**src/rtl/autosym_pkg.sv**
```systemverilog
// Shared sizing, cfg encodings and FSM state codes for the autosymmetric expander.
// Optional macro AUTOSYM_EARLY_EXIT_EN is consumed by autosym_expander.
package autosym_pkg;

  localparam int unsigned N_IN    = 6;
  localparam int unsigned N_RED   = 4;
  localparam int unsigned N_CUBES = 8;

  localparam int unsigned CW = (N_IN > 2 * N_RED + 1) ? N_IN : 2 * N_RED + 1;

  localparam int unsigned ENABLE_BIT = 2 * N_RED;
  localparam int unsigned CARE_LSB   = N_RED;
  localparam int unsigned VALUE_LSB  = 0;

  localparam int unsigned IDX_W  = $clog2(N_CUBES);
  localparam int unsigned ROW_W  = $clog2(N_RED);
  localparam int unsigned ADDR_W = $clog2((N_RED > N_CUBES) ? N_RED : N_CUBES);

  localparam logic CfgRow  = 1'b0;
  localparam logic CfgCube = 1'b1;

  localparam logic [1:0] StIdle = 2'd0;
  localparam logic [1:0] StProj = 2'd1;
  localparam logic [1:0] StScan = 2'd2;
  localparam logic [1:0] StDone = 2'd3;

  typedef struct packed {
    logic             en;
    logic [N_RED-1:0] care;
    logic [N_RED-1:0] value;
  } cube_t;

endpackage

```
**src/rtl/autosym_project.sv**
```systemverilog
// GF(2) matrix-vector product: z[j] = parity(rows[j] & x).
module autosym_project
  import autosym_pkg::*;
(
  input  logic [N_RED-1:0][N_IN-1:0] rows,
  input  logic [N_IN-1:0]            x,
  output logic [N_RED-1:0]           z
);

  always_comb begin
    z = '0;
    for (int j = 0; j < N_RED; j++) begin
      z[j] = ^(rows[j] & x);
    end
  end

endmodule

```
**src/rtl/autosym_expander.sv**
```systemverilog
// Evaluates f(x) = f_k(A*x) from a programmable projection matrix and cube cover.
// Define AUTOSYM_EARLY_EXIT_EN to stop the cube scan at the first match.
module autosym_expander
  import autosym_pkg::*;
(
  input  logic              clk,
  input  logic              rst_n,
  input  logic              cfg_we,
  input  logic              cfg_sel,
  input  logic [ADDR_W-1:0] cfg_addr,
  input  logic [CW-1:0]     cfg_data,
  output logic              cfg_busy,
  input  logic              in_valid,
  output logic              in_ready,
  input  logic [N_IN-1:0]   in_x,
  output logic              out_valid,
  input  logic              out_ready,
  output logic              out_y
);

  logic [1:0]                  state_q, state_d;
  logic [N_RED-1:0][N_IN-1:0]  rows_q;
  cube_t [N_CUBES-1:0]         cubes_q;
  logic [N_IN-1:0]             x_q;
  logic [N_RED-1:0]            z_q, z_d;
  logic [IDX_W-1:0]            idx_q;
  logic                        y_q;
  cube_t                       cube_cur;
  logic                        match, last;

  autosym_project u_project (
    .rows (rows_q),
    .x    (x_q),
    .z    (z_d)
  );

  assign cube_cur = cubes_q[idx_q];
  assign match    = cube_cur.en & (((z_q ^ cube_cur.value) & cube_cur.care) == '0);
  assign last     = (idx_q == IDX_W'(N_CUBES - 1));

  always_comb begin
    state_d = state_q;
    case (state_q)
      StIdle: if (in_valid) state_d = StProj;
      StProj: state_d = StScan;
`ifdef AUTOSYM_EARLY_EXIT_EN
      StScan: if (match || last) state_d = StDone;
`else
      StScan: if (last) state_d = StDone;
`endif
      StDone: if (out_ready) state_d = StIdle;
      default: state_d = StIdle;
    endcase
  end

  always_ff @(posedge clk) begin
    if (!rst_n) begin
      state_q <= StIdle;
      rows_q  <= '0;
      cubes_q <= '0;
      x_q     <= '0;
      z_q     <= '0;
      idx_q   <= '0;
      y_q     <= 1'b0;
    end else begin
      state_q <= state_d;
      // Table writes only land while idle; in-flight queries see frozen contents.
      if (cfg_we && state_q == StIdle) begin
        if (cfg_sel == CfgRow && 32'(cfg_addr) < N_RED) begin
          rows_q[cfg_addr[ROW_W-1:0]] <= cfg_data[N_IN-1:0];
        end else if (cfg_sel == CfgCube && 32'(cfg_addr) < N_CUBES) begin
          cubes_q[cfg_addr[IDX_W-1:0]] <= '{en:    cfg_data[ENABLE_BIT],
                                            care:  cfg_data[CARE_LSB +: N_RED],
                                            value: cfg_data[VALUE_LSB +: N_RED]};
        end
      end
      case (state_q)
        StIdle: if (in_valid) x_q <= in_x;
        StProj: begin
          z_q   <= z_d;
          idx_q <= '0;
          y_q   <= 1'b0;
        end
        StScan: begin
          y_q <= y_q | match;
          if (!last) idx_q <= idx_q + 1'b1;
        end
        default: ;
      endcase
    end
  end

  assign in_ready  = (state_q == StIdle);
  assign out_valid = (state_q == StDone);
  assign cfg_busy  = (state_q != StIdle);
  assign out_y     = y_q;

endmodule
```
**config.mk**
```make
export PLATFORM = sky130hd
export DESIGN_NAME = autosym_expander
export DESIGN_NICKNAME = d
export VERILOG_FILES = /design/src/rtl/autosym_pkg.sv /design/src/rtl/autosym_project.sv /design/src/rtl/autosym_expander.sv
export SDC_FILE = /design/constraint.sdc
export NUM_CORES = 1
export LEC_CHECK = 0
export BUFFER_PORTS_ARGS = -buffer_cell sky130_fd_sc_hd__buf_2
export CAP_MARGIN = 30
export CORE_ASPECT_RATIO = 1.2
export CORE_MARGIN = 2
export CORE_UTILIZATION = 55
export DETAILED_ROUTE_END_ITERATION = 8
export GPL_ROUTABILITY_DRIVEN = 0
export HOLD_SLACK_MARGIN = 0.12
export PLACE_DENSITY_LB_ADDON = 0.08
export SYNTH_ARGS = -nofsm -noshare
export SYNTH_HDL_FRONTEND = slang
export SYNTH_HIERARCHICAL = 1
export SYNTH_SLANG_ARGS = --single-unit
export TNS_END_PERCENT = 20
```
**constraint.sdc**
```tcl
create_clock -name clk -period 1.7 [get_ports clk]
set_input_delay 0.085 -clock clk [delete_from_list [all_inputs] [get_ports clk]]
set_output_delay 0.085 -clock clk [all_outputs]
set_load 0.05 [all_outputs]
```
Yosys cells after proc, flatten, opt, wreduce, memory -nomap -nowiden
Index checks and enable logic that the tools add are counted.
{"block": "word_totals", "output_inout_bits": 4, "register_bits": 112}
{"block": "classes", "magnitude_cmp": 6, "mux": 15, "n_eq_ne": 8, "add_sub_neg": 1, "n_reduce_logical": 17, "bitwise_logic": 10}
{"operator": "bitwise mux 72 bit", "count": 1}
{"operator": "binary-select mux 9 bit (select 3 bit)", "count": 1}
{"operator": "demux 9 bit (select 3 bit)", "count": 1}
{"operator": "bitwise AND 6 bit", "count": 4}
{"operator": "bitwise mux 24 bit", "count": 1}
{"operator": "XOR reduction 6 bit", "count": 4}
{"operator": "2-to-1 mux 9 bit", "count": 2}
{"operator": "demux 6 bit (select 2 bit)", "count": 1}
{"operator": "less-than comparator 3 x 4 -> 1 bit, second input constant", "count": 2}
{"operator": "case mux 2 bit (4 select lines)", "count": 1}
{"operator": "2-to-1 mux 2 bit", "count": 3}
{"operator": "2-to-1 mux 6 bit", "count": 1}
{"operator": "inequality test 2 bit, second input constant", "count": 3}
{"operator": "case mux 3 bit (2 select lines)", "count": 1}
{"operator": "AND reduction 2 bit", "count": 3}
{"operator": "AND reduction 3 bit", "count": 2}
{"operator": "bitwise AND 4 bit", "count": 1}
{"operator": "equality test 2 bit, second input constant", "count": 2}
{"operator": "logical AND 1 bit", "count": 4}
{"operator": "logical NOT 4 bit", "count": 1}
{"operator": "nonzero test 2 bit", "count": 2}
{"operator": "bitwise XOR 4 bit", "count": 1}
{"operator": "adder 3 x 1 -> 3 bit, second input constant", "count": 1}
{"operator": "equality test 3 bit, second input constant", "count": 1}
{"operator": "12 further kinds", "count": 13}

Depth between registers and ports, before layout
{"block": "logic_depth", "ltp_word": 8, "ltp_mapped": 9, "mapped_depth_nobuf": 8}

Hierarchy
Netlist, hierarchy kept.
{"mod": "autosym_expander", "cells_per_inst": 485, "instances": 1, "seq_area_each_um2": 2242.2, "area_per_inst_um2": 5162.5}
{"mod": "autosym_project", "cells_per_inst": 40, "instances": 1, "seq_area_each_um2": 0.0, "area_per_inst_um2": 315.3}

Worst setup path after synthesis
OpenSTA, ideal clock, no wires.
{"block": "synth_timing", "kind": "register to register", "startpoint": "register state_q[0]", "endpoint": "register rows_q[0] (netlist bit)", "required_time_ns": 1.584, "path_slack_ns": -0.489, "arrival_ns": 2.073, "path_stages_with_launch": 9, "setup_time_ns": 0.116, "cell_sequence": "dfxtp_1 -> inv_1 -> ha_1 -> buf_4 -> nand2_2 -> nor3_4 -> nor3b_4 -> mux2i_1 -> nor2b_1"}
{"block": "synth_between", "elab_chain_len": 3}
{"element": "from (decl)", "line": "autosym_expander.sv:21", "source": "logic [1:0] state_q, state_d;"}
{"element": "from (signal assigned)", "line": "autosym_expander.sv:58", "source": "state_q <= StIdle;"}
{"element": "from (signal assigned)", "line": "autosym_expander.sv:66", "source": "state_q <= state_d;"}
{"element": "logical NOT 2 bit"}
{"element": "named net in_ready", "line": "autosym_expander.sv:14", "source": "output logic in_ready,"}
{"element": "logical AND 1 bit", "line": "autosym_expander.sv:68", "source": "if (cfg_we && state_q == StIdle) begin"}
{"element": "AND reduction 2 bit (no source line)"}
{"element": "to (signal, indexed assignment)", "line": "autosym_expander.sv:70", "source": "rows_q[cfg_addr[ROW_W-1:0]] <= cfg_data[N_IN-1:0];"}
{"element": "to (decl)", "line": "autosym_expander.sv:22", "source": "logic [N_RED-1:0][N_IN-1:0] rows_q;"}
The timed path passes the listed nets, and every way through them passes these cells.
A chain may end at the register's enable or synchronous reset.

Worst setup path in the final report
{"block": "layout_timing", "startpoint": "register state_q[1]", "endpoint": "register rows_q[1] (netlist bit)"}
{"block": "layout_between", "elab_chain_len": 3}
{"element": "logical NOT 2 bit", "line": "autosym_expander.sv:68"}
{"element": "logical AND 1 bit", "line": "autosym_expander.sv:68"}
{"element": "AND reduction 2 bit (no source line)"}
Every way passes these cells.

==> impl_metrics.tcl <==
set metrics [dict create \
    clock_skew_ns 0.006031 \
    vias_per_cell 5.321 \
    fillers 736 \
    r2r_cells 8 \
    ios 28 \
    first_global_vias 3919 \
    netlist_instances 525 \
    htree_num_levels 3 \
    async_reset_ff_share_pct 0 \
    drc 0 \
    rows 39 \
    cap_violations 0 \
    drt_pass1_iterations 5 \
    power.density_nw_per_um2 1004 \
    slew_headroom_pct 70.92 \
    path_class "register to register" \
    diodes 0 \
    drive_gt1_share_pct 20.10 \
    cts_max_path_buffers 2 \
    post_dp_cell_area_sq_um 6043 \
    placedCellCount 673 \
    fp.dieW_microns 95.10 \
    nets 607 \
    place_ws_ns -0.04686 \
    yosysWarnings 6 \
    syn_avg_cell_area_sq_um 10.43 \
    path_clk_slew_ns 0.07 \
    cts_tree "done" \
    dr_total_vias 3751 \
    netlist_area_sq_um 5478 \
    port_buffers 27 \
    ys_seq_area_share_pct 40.93 \
    ant_nets 0 \
    synth_cell_types 45 \
    setup_viol 0 \
    initial_core_util_pct 56.98 \
    syn_to_final_growth_pct 19.85 \
    grt_antenna_before_repair 1 \
    tightestPinTransition_ns 0.4349 \
    ir_worst_vdd_mv 0.5711 \
    start_kind "register" \
    grt_pass1_wl_microns 19920 \
    period_needed_ns 1.691 \
    power.leakage_nw 2.564 \
    synth_flop_cell "dfxtp_1" \
    overflow 0 \
    cp_data_required_time_ns 1.93 \
    final_cells 705 \
    drt_iter0_drc 123 \
    synth-edff-count 0 \
    maxSlewViolCount 0 \
    setup_ws_ns 0.009261 \
    wl_microns 12180 \
    min_path_type "input pin to register" \
    cts-buffers-inserted 9 \
    rsz0062_at_grt "true" \
    dieArea_sq_um 10780 \
    min_path_cells 3 \
    fin_crit_sh_pct 99.46 \
    crit_path_max_fanout 6 \
    die_y_microns 113.3 \
    end_kind "register" \
    dpl.hpwl_microns 8435 \
    core_sq_um 9613 \
    cts_root_buf "clkbuf_16" \
    hold_viol 0 \
    fmaxAchievable_mhz 591.5 \
    cp.arrival_ns 1.92 \
    track_usage_pct 24.43 \
    clock_sinks 112 \
    clock_latency_ns 0.34 \
    ys_ff_latch 112 \
    final_area_sq_um 6565 \
    synthesis.nets 555 \
    status "finished, final reports clean" \
    wl_per_cell_microns 17.28 \
    grt_max_degree 32 \
]
## worst max-delay path: stages (launching register included)
cell and delay, ns:
dfxtp_2 0.34, inv_2 0.09, ha_4 0.21, nand2_4 0.06
nor3_4 0.18, nor3b_4 0.26, buf_12 0.16, mux2i_1 0.21
nor2b_1 0.07
## flip-flops by register name, summed over array words and instances (netlist names)
register,flops
cubes_q,72
state_q,2
x_q,6
rows_q,24
out_y,1
z_q,4
idx_q,3
## synth_stat cells (3+ instances only)
cell type / number / area, sq um
a21boi_0: 6 / 45.04
a22oi_1: 3 / 22.52
a31oi_1: 5 / 31.28
buf_2: 8 / 40.04
buf_4: 3 / 22.52
clkbuf_1: 24 / 90.09
dfxtp_1: 112 / 2242
ha_1: 6 / 75.07
inv_1: 7 / 26.28
mux2_2: 3 / 33.78
mux2i_1: 112 / 1121
mux4_2: 6 / 135.1
nand2_1: 35 / 131.4
nand3_1: 12 / 60.06
nor2_1: 3 / 11.26
nor2_4: 6 / 67.56
nor2b_1: 104 / 650.6
nor3_1: 4 / 20.02
o311ai_0: 3 / 26.28
xnor2_1: 11 / 96.34
xnor2_2: 4 / 65.06
xnor3_1: 4 / 90.09
xor2_1: 16 / 140.1
## placed cells by master (no fill, tap or decap), drive strengths merged, types with 2 or more instances in the layout
cell type / instances
nor3: 6
dlygate4sd3: 13
nand2b: 2
nand2: 36
clkbuf: 13
a21boi: 6
buf: 64
a22oi: 3
mux2: 3
bufinv: 2
nand3b: 2
o311ai: 3
nor2: 9
dfxtp: 112
nor2b: 104
xnor2: 15
o21ai: 2
nand3: 12
mux2i: 112
a31oi: 5
or3: 2
ha: 6
inv: 6
and3: 2
nand4: 2
nor3b: 2
mux4: 6
xnor3: 4
xor2: 16
## through the flow
stage	power, mW	setup TNS (ns)	hold slack (ns)	util (%)
detailed placement	4.273	-0.09280	0.3565	62.87
global placement	4.238	-0.01352	0.3508	62.87
floorplan	3.840	-1.002	0.2411	-
finish	6.591	0	0.1063	68.29
global route	6.882	-0.6259	0.1503	68.29
CTS	6.564	0	0.1565	67.88
## report_power, final
part	total (mW)	internal, mW	leakage (nW)	switching (mW)
clock	2.22	1.33	0.154	0.887
combinational	1.54	0.693	1.50	0.849
sequential	2.83	2.73	0.906	0.0979
## path summary, 6_finish.rpt
path,startpoint,to,slack [ns]
min,in_valid,x_q[5],0.11
max,state_q[1],rows_q[1],0.009
max reg2reg,state_q[1],rows_q[1],0.009
min reg2reg,cubes_q[67],cubes_q[67],0.51
## cells by family (layout without fill, tap and decap cells)
family / Yosys count / in the layout / synth area share (%)
compound gates: 24 / 24 / 3.221
xor+xnor: 35 / 35 / 7.149
fa+ha+maj: 6 / 6 / 1.370
buf+inv: 44 / 101 / 3.404
flops: 112 / 112 / 40.93
mux: 121 / 121 / 23.55
simple gates: 183 / 183 / 20.37
## final cells by class
class	count	area, sq um	share of cell area [%]
multi-input cells	369	3107	47.32
repair buffers	78	713.2	10.86
clock inverters	3	65.06	0.9910
flip-flops and latches	112	2246	34.21
well taps	123	153.9	2.344
clock buffers	13	250.2	3.812
inverters	7	30.03	0.4574
## per-layer routing
metal	GRT usage, %	share of wire, %	vias up
met4	10.24	2.9	0
met1	30.56	44	1782
met5	0	0	-
met3	4.194	3.1	25
li1	-	-	1882
met2	41.13	50	62
## repair_timing
action / 4_1_cts / 5_1_grt
gates resized for setup: 4 / 14
pin swaps: 2 / 4
hold buffers: 15 / 0
hold endpoints to repair: 13 / 0
endpoints found under the setup margin: 4 / 34
buffers inserted: 0 / 2
No activity file was read; power rests on OpenSTA's default activity.
